<file path="config.mk">
export PLATFORM = sky130hd
export DESIGN_NAME = key_expander
export DESIGN_NICKNAME = d
export VERILOG_FILES = /design/src/rtl/aes_pkg.sv /design/src/rtl/aes_sbox.sv /design/src/rtl/key_expander.sv
export SDC_FILE = /design/constraint.sdc
export NUM_CORES = 2
export LEC_CHECK = 0
export ABC_CLOCK_PERIOD_IN_PS = 15300
export BUFFER_PORTS_ARGS = -buffer_cell sky130_fd_sc_hd__buf_2
export CELL_PAD_IN_SITES_DETAIL_PLACEMENT = 1
export CELL_PAD_IN_SITES_GLOBAL_PLACEMENT = 2
export CORE_ASPECT_RATIO = 1.1
export CORE_MARGIN = 2
export CORE_UTILIZATION = 30
export CTS_CLUSTER_DIAMETER = 200
export DETAILED_ROUTE_END_ITERATION = 16
export PLACE_DENSITY = 0.71
export REMOVE_ABC_BUFFERS = 1
export SYNTH_ARGS = -nofsm -noshare
export SYNTH_HDL_FRONTEND = slang
export SYNTH_SLANG_ARGS = --single-unit
export TNS_END_PERCENT = 20
</file>
<file path="constraint.sdc">
create_clock -name i_clk -period 15.3 [get_ports i_clk]
set_input_delay 3.06 -clock i_clk [delete_from_list [all_inputs] [get_ports i_clk]]
set_output_delay 3.06 -clock i_clk [all_outputs]
set_load 0.01 [all_outputs]
</file>
<file path="src/rtl/aes_pkg.sv">
// rtl/aes_pkg.sv - shared AES constants, key-schedule state type, xtime and S-box table
package aes_pkg;

    typedef enum logic [1:0] {
        IDLE   = 2'd0,
        EXPAND = 2'd1,
        DONE   = 2'd2
    } kx_state_t;

    localparam int NR    = 10;
    localparam int KEY_W = 128;

    // GF(2^8) multiply by x, reduced by the AES polynomial.
    function automatic logic [7:0] xtime(input logic [7:0] b);
        return {b[6:0], 1'b0} ^ (b[7] ? 8'h1b : 8'h00);
    endfunction

    localparam logic [7:0] SBOX [0:255] = '{
        8'h63, 8'h7c, 8'h77, 8'h7b, 8'hf2, 8'h6b, 8'h6f, 8'hc5, 8'h30, 8'h01, 8'h67, 8'h2b, 8'hfe, 8'hd7, 8'hab, 8'h76,
        8'hca, 8'h82, 8'hc9, 8'h7d, 8'hfa, 8'h59, 8'h47, 8'hf0, 8'had, 8'hd4, 8'ha2, 8'haf, 8'h9c, 8'ha4, 8'h72, 8'hc0,
        8'hb7, 8'hfd, 8'h93, 8'h26, 8'h36, 8'h3f, 8'hf7, 8'hcc, 8'h34, 8'ha5, 8'he5, 8'hf1, 8'h71, 8'hd8, 8'h31, 8'h15,
        8'h04, 8'hc7, 8'h23, 8'hc3, 8'h18, 8'h96, 8'h05, 8'h9a, 8'h07, 8'h12, 8'h80, 8'he2, 8'heb, 8'h27, 8'hb2, 8'h75,
        8'h09, 8'h83, 8'h2c, 8'h1a, 8'h1b, 8'h6e, 8'h5a, 8'ha0, 8'h52, 8'h3b, 8'hd6, 8'hb3, 8'h29, 8'he3, 8'h2f, 8'h84,
        8'h53, 8'hd1, 8'h00, 8'hed, 8'h20, 8'hfc, 8'hb1, 8'h5b, 8'h6a, 8'hcb, 8'hbe, 8'h39, 8'h4a, 8'h4c, 8'h58, 8'hcf,
        8'hd0, 8'hef, 8'haa, 8'hfb, 8'h43, 8'h4d, 8'h33, 8'h85, 8'h45, 8'hf9, 8'h02, 8'h7f, 8'h50, 8'h3c, 8'h9f, 8'ha8,
        8'h51, 8'ha3, 8'h40, 8'h8f, 8'h92, 8'h9d, 8'h38, 8'hf5, 8'hbc, 8'hb6, 8'hda, 8'h21, 8'h10, 8'hff, 8'hf3, 8'hd2,
        8'hcd, 8'h0c, 8'h13, 8'hec, 8'h5f, 8'h97, 8'h44, 8'h17, 8'hc4, 8'ha7, 8'h7e, 8'h3d, 8'h64, 8'h5d, 8'h19, 8'h73,
        8'h60, 8'h81, 8'h4f, 8'hdc, 8'h22, 8'h2a, 8'h90, 8'h88, 8'h46, 8'hee, 8'hb8, 8'h14, 8'hde, 8'h5e, 8'h0b, 8'hdb,
        8'he0, 8'h32, 8'h3a, 8'h0a, 8'h49, 8'h06, 8'h24, 8'h5c, 8'hc2, 8'hd3, 8'hac, 8'h62, 8'h91, 8'h95, 8'he4, 8'h79,
        8'he7, 8'hc8, 8'h37, 8'h6d, 8'h8d, 8'hd5, 8'h4e, 8'ha9, 8'h6c, 8'h56, 8'hf4, 8'hea, 8'h65, 8'h7a, 8'hae, 8'h08,
        8'hba, 8'h78, 8'h25, 8'h2e, 8'h1c, 8'ha6, 8'hb4, 8'hc6, 8'he8, 8'hdd, 8'h74, 8'h1f, 8'h4b, 8'hbd, 8'h8b, 8'h8a,
        8'h70, 8'h3e, 8'hb5, 8'h66, 8'h48, 8'h03, 8'hf6, 8'h0e, 8'h61, 8'h35, 8'h57, 8'hb9, 8'h86, 8'hc1, 8'h1d, 8'h9e,
        8'he1, 8'hf8, 8'h98, 8'h11, 8'h69, 8'hd9, 8'h8e, 8'h94, 8'h9b, 8'h1e, 8'h87, 8'he9, 8'hce, 8'h55, 8'h28, 8'hdf,
        8'h8c, 8'ha1, 8'h89, 8'h0d, 8'hbf, 8'he6, 8'h42, 8'h68, 8'h41, 8'h99, 8'h2d, 8'h0f, 8'hb0, 8'h54, 8'hbb, 8'h16
    };

endpackage

</file>
<file path="src/rtl/aes_sbox.sv">
// rtl/aes_sbox.sv - combinational AES S-box byte lookup
//   i_byte : input byte
//   o_byte : SubBytes(i_byte)
module aes_sbox
    import aes_pkg::*;
(
    input  logic [7:0] i_byte,
    output logic [7:0] o_byte
);

    assign o_byte = SBOX[i_byte];

endmodule

</file>
<file path="src/rtl/key_expander.sv">
// rtl/key_expander.sv - iterative AES-128 key schedule, one round key per clock into an 11-entry store
//   i_clk     : clock, rising edge
//   i_reset   : asynchronous active-low reset
//   i_start   : expansion request (ignored while expanding)
//   i_key_in  : cipher key, byte 0 in bits [127:120], word w0 in bits [127:96]
//   i_rd_idx  : round-key select (0..10 valid, 11..15 read as zero)
//   o_rd_key  : round key i_rd_idx, combinational from the store
//   o_busy    : expansion in progress
//   o_ready   : all 11 round keys valid
module key_expander
    import aes_pkg::*;
(
    input  logic             i_clk,
    input  logic             i_reset,
    input  logic             i_start,
    input  logic [KEY_W-1:0] i_key_in,
    input  logic [3:0]       i_rd_idx,
    output logic [KEY_W-1:0] o_rd_key,
    output logic             o_busy,
    output logic             o_ready
);

    localparam logic [3:0] LAST_RND = 4'(NR);

    kx_state_t        r_state;
    kx_state_t        w_next_state;
    logic             w_load;
    logic [3:0]       r_rnd;
    logic [7:0]       r_rcon;
    logic [KEY_W-1:0] r_key [0:NR];

    logic [3:0]       w_prev_idx;
    logic [KEY_W-1:0] w_prev;
    logic [31:0]      w_w0, w_w1, w_w2, w_w3;
    logic [31:0]      w_rot, w_sub, w_t;
    logic [31:0]      w_n0, w_n1, w_n2, w_n3;

    // Previous round key; the guard only matters outside EXPAND where rnd may be 0.
    assign w_prev_idx = (r_rnd == 4'd0) ? 4'd0 : r_rnd - 4'd1;
    assign w_prev     = r_key[w_prev_idx];
    assign w_w0       = w_prev[127:96];
    assign w_w1       = w_prev[95:64];
    assign w_w2       = w_prev[63:32];
    assign w_w3       = w_prev[31:0];

    assign w_rot = {w_w3[23:0], w_w3[31:24]};

    for (genvar g = 0; g < 4; g++) begin : g_subword
        aes_sbox u_sbox (
            .i_byte (w_rot[8*g +: 8]),
            .o_byte (w_sub[8*g +: 8])
        );
    end

    assign w_t = w_sub ^ {r_rcon, 24'h0};

    // Running XOR chain: each new word is the previous new word xor the old word.
    assign w_n0 = w_w0 ^ w_t;
    assign w_n1 = w_w1 ^ w_n0;
    assign w_n2 = w_w2 ^ w_n1;
    assign w_n3 = w_w3 ^ w_n2;

    always_ff @(posedge i_clk or negedge i_reset) begin
        if (!i_reset) begin
            r_state <= IDLE;
        end else begin
            r_state <= w_next_state;
        end
    end

    always_comb begin
        w_next_state = r_state;
        w_load       = 1'b0;
        case (r_state)
            IDLE, DONE: begin
                if (i_start) begin
                    w_next_state = EXPAND;
                    w_load       = 1'b1;
                end
            end
            EXPAND: begin
                if (r_rnd == LAST_RND) begin
                    w_next_state = DONE;
                end
            end
            default: w_next_state = IDLE;
        endcase
    end

    always_ff @(posedge i_clk or negedge i_reset) begin
        if (!i_reset) begin
            r_rnd  <= 4'd0;
            r_rcon <= 8'h01;
            for (int i = 0; i <= NR; i++) begin
                r_key[i] <= '0;
            end
        end else if (w_load) begin
            r_key[0] <= i_key_in;
            r_rnd    <= 4'd1;
            r_rcon   <= 8'h01;
        end else if (r_state == EXPAND) begin
            r_key[r_rnd] <= {w_n0, w_n1, w_n2, w_n3};
            r_rcon       <= xtime(r_rcon);
            r_rnd        <= r_rnd + 4'd1;
        end
    end

    assign o_rd_key = (i_rd_idx <= LAST_RND) ? r_key[i_rd_idx] : '0;
    assign o_busy   = (r_state == EXPAND);
    assign o_ready  = (r_state == DONE);

endmodule

</file>
==> metrics.md <==
| Metric | Value |
|---|---|
| Status | `finished, final reports clean` |
| Total grt overflow | `0` |
| Syn Area/Cell | `8.74 µm²` |
| Final nets | `10,206` |
| Initial antenna violation count | `18` |
| Post-Syn Area | `90,600 µm²` |
| R2r endpoint | `r_key[1042]$_DFFE_PN0P_` |
| Starting Density | `30.2%` |
| Setup bufs post-CTS | `0` |
| Dpl hpwl | `295,000 µm` |
| Filler instances | `34,608` |
| HP Class | `flop to flop` |
| Crit-path most repeated cell | `buf_4` |
| Multi-input logic area | `50,400 µm²` |
| DRT iter0 DRCs | `9,331` |
| Clock sink total | `1,422` |
| Synthesized instance count | `10,369` |
| Reg-to-reg startpoint | `r_rnd[0]$_DFFE_PN0P_` |
| Post-synth EDFFs | `0` |
| Finished Core Util | `33.6%` |
| Worst Hold End | `r_key[1009]$_DFFE_PN0P_` |
| Post-cts sizing count | `0` |
| Antenna viol nets, final | `0` |
| RSZ-0062 raised after global routing | `no` |
| Hold buffer count at cts | `0` |
| Critical path class | `flop to flop` |
| Startpoint types | `flop` |
| Routed via count | `89,547` |
| Pins Over Slew Limit | `0` |
| Area growth from synthesis to layout | `11.6%` |
| Die X | `528 µm` |
| Worst Max-Slew Pin Slew | `1.44 ns` |
| Layout cells sized above 1 | `13.4%` |
| Largest net degree at the start of global routing | `176` |
| Worst Hold Launch | `r_key[1009]$_DFFE_PN0P_` |
| Yosys warns | `0` |
| Core area | `300,000 µm²` |
| Routability cong. | `0.985` |
| I/O pin count | `265` |
| Sequential share of the synthesized area | `39.3%` |
| Final instance area | `101,000 µm²` |
| Data required, critical path | `16.02 ns` |
| Crit-path slowest cell | `o311ai_0` |
| H-tree Lvls | `4` |
| Arrival @ worst endpoint | `11.40 ns` |
| Storage cell area | `35,600 µm²` |
| Crit path capture type | `flop` |
| Initial DRT Pass Iterations | `9` |
| Setup TNS | `0 ns` |
| Drt total wl | `482,000 µm` |
| Post-synthesis register bit count | `1,422` |
| Post-synthesis async set-or-reset flop share | `100%` |
| Num CTS Buffers | `177` |
| Clock transition at the registers of the reported paths | `0.06 ns` |
| WL per Instance | `34.2 µm` |
| Via density | `6.35` |
| DRC viols | `0` |
| Crit path max-delay family | `compound AO/OA/AOI/OAI gates` |
| Total track usage | `30.5%` |
| R2R Setup Slk | `4.61 ns` |
| First-pass GRT wire length | `690,000 µm` |
| Crit-path cells | `inv_4 -> ha_1 -> or3b_4 -> buf_4 -> buf_4 -> nand2_1 -> a221o_1 -> a222oi_1 -> o21ai_2 -> buf_4 -> inv_2 -> ha_1 -> nor2_1 -> o311ai_0 -> o21ai_0 -> a22oi_1 -> a31oi_1 -> xnor2_2 -> buf_4 -> xnor2_1 -> o21ai_0` |
| Worst r2r path cells | `21` |
| Max-cap violations | `0` |
| Slew headroom | `2.91%` |
| Setup violations, final | `0` |
| Rows | `211` |
| Worst path max stage delay | `1.19 ns` |
| Placed standard-cell area | `95,200 µm²` |
| TritonCTS clock tree | `done` |
| Clock root buffer | `clkbuf_16` |
| Vias in the first global route | `91,542` |
| Worst skew pair latency | `0.90 ns` |
| Synth unique cells | `124` |
| Synth Flop Type | `dfrtp_1` |
| Die area | `306,000 µm²` |
| Final critical-path share of the clock period | `69.8%` |
| Buffers & Inverters on Critical Path | `6` |
| Tmin final | `10.69 ns` |
| Fmax | `93.6 MHz` |
| Cell count of the worst hold path | `2` |
| Skew final | `0.0780 ns` |
| Clk buf depth | `4` |
| Final hold vios | `0` |
| # port buffers | `264` |
| Die H | `580 µm` |
| Maximum fanout along the worst path | `33` |
cells in the mapped netlist (112+ instances only):
library cell	number	area (µm²)
mux2i_1	341	3410
dfrtp_1	1421	35600
mux4_2	292	6580
a211oi_1	112	841
buf_2	247	1240
o22ai_1	266	1660
nor3_1	127	636
a31oi_1	112	701
nand2_1	1951	7320
nand3_1	178	891
clkbuf_1	692	2600
nor2_1	447	1680
o21ai_0	1595	7980
xnor2_1	119	1040
a22oi_1	156	1170
a21oi_1	564	2820
o21ai_1	119	596
a22o_1	117	1020
placed cells by master, fill, tap and decap left out, types with 32 or more instances in the layout:
| master | Yosys | routed |
|---|---|---|
| clkinv_2 | 1 | 35 |
| o22ai_1 | 266 | 266 |
| o221ai_1 | 67 | 67 |
| a22oi_1 | 156 | 156 |
| nand2_1 | 1951 | 1940 |
| buf_2 | 247 | 259 |
| o21ai_0 | 1595 | 1594 |
| and3_1 | 32 | 32 |
| o2111ai_1 | 35 | 35 |
| mux4_2 | 292 | 292 |
| a311o_1 | 35 | 35 |
| a311oi_1 | 67 | 67 |
| xnor2_1 | 119 | 116 |
| a221oi_1 | 95 | 95 |
| o211ai_1 | 79 | 79 |
| nand3_1 | 178 | 172 |
| clkbuf_16 | 0 | 180 |
| a211oi_1 | 112 | 112 |
| o21ai_1 | 119 | 119 |
| clkbuf_8 | 0 | 41 |
| nor2_1 | 447 | 435 |
| a22o_1 | 117 | 117 |
| ha_1 | 61 | 61 |
| dfrtp_1 | 1421 | 1420 |
| o311ai_0 | 46 | 46 |
| mux2i_1 | 341 | 341 |
| buf_4 | 70 | 303 |
| a31oi_1 | 112 | 111 |
| xor2_1 | 76 | 76 |
| and2_1 | 33 | 33 |
| a21oi_1 | 564 | 564 |
| nor3_1 | 127 | 126 |
| mux2_2 | 32 | 32 |
| a222oi_1 | 94 | 94 |
| a221o_1 | 40 | 40 |
metal layers:
layer	vias up	share of wire [%]	GRT usage, %
met1	46755	42	40.7
met3	1078	7.3	4.90
met4	20	5.4	15.1
met2	4112	45	47.8
met5	-	0.027	0
li1	37582	-	-
how the worst max path moves through the flow:
stage / startpoint / endpoint / cells past startpoint
after floorplan: r_rnd[0]$_DFFE_PN0P_ / r_key[948]$_DFFE_PN0P_ / 17
after global placement: i_rd_idx[0] / o_rd_key[16] / 8
final: r_rnd[0]$_DFFE_PN0P_ / r_key[1042]$_DFFE_PN0P_ / 21
after detailed placement: i_rd_idx[0] / o_rd_key[19] / 8
after global routing: r_rnd[0]$_DFFE_PN0P_ / r_key[1042]$_DFFE_PN0P_ / 21
after CTS: i_rd_idx[0] / o_rd_key[19] / 8
kinds of logic (layout without fill, tap and decap cells):
kind of cell	after synthesis	count (layout)	share of synthesized area, %
AND/OR/NAND/NOR	2950	2950	13.5
adder cells (fa/ha/maj)	61	61	0.843
flip-flops	1422	1422	39.3
XOR/XNOR	216	216	2.27
other	0	9	0
multiplexers	667	667	11.5
buffers and inverters	1165	938	5.55
AO/OA/AOI/OAI	3888	3888	27.1
per-stage QoR:
stage | setup WS [ns] | std cells | hold WS (ns)
floorplan | -9.49 | 9238 | 0.458
global placement | 5.05 | 13770 | 0.473
detailed placement | 5.03 | 13771 | 0.487
CTS | 5.04 | 14082 | 0.501
global route | 4.44 | 14084 | 0.520
finish | 4.61 | 14091 | 0.502
state kept, by name, summed over array words and instances (netlist names):
signal	count
r_rnd	4
r_key	1408
r_rcon	8
r_state	2
worst register-to-register path, delay by kind of cell, from the launching register on:
family | cells | cell delay [ns]
flops | 1 | 0.94
buf+inv | 6 | 2.50
compound gates | 8 | 3.23
fa+ha+maj | 2 | 1.14
xor+xnor | 2 | 1.13
simple gates | 3 | 1.58
area by class of cell:
class | count | share of cell area, %
multi-input combinational | 7782 | 49.8
sequential | 1422 | 35.2
clock buffer | 252 | 5.13
tap | 3940 | 4.88
timing repair buffer | 593 | 4.11
clock inverter | 59 | 0.692
inverter | 34 | 0.131
antenna | 9 | 0.0223
Power is not shown: default switching activity piles up to over one toggle a cycle in this logic, so the estimate is an artifact.
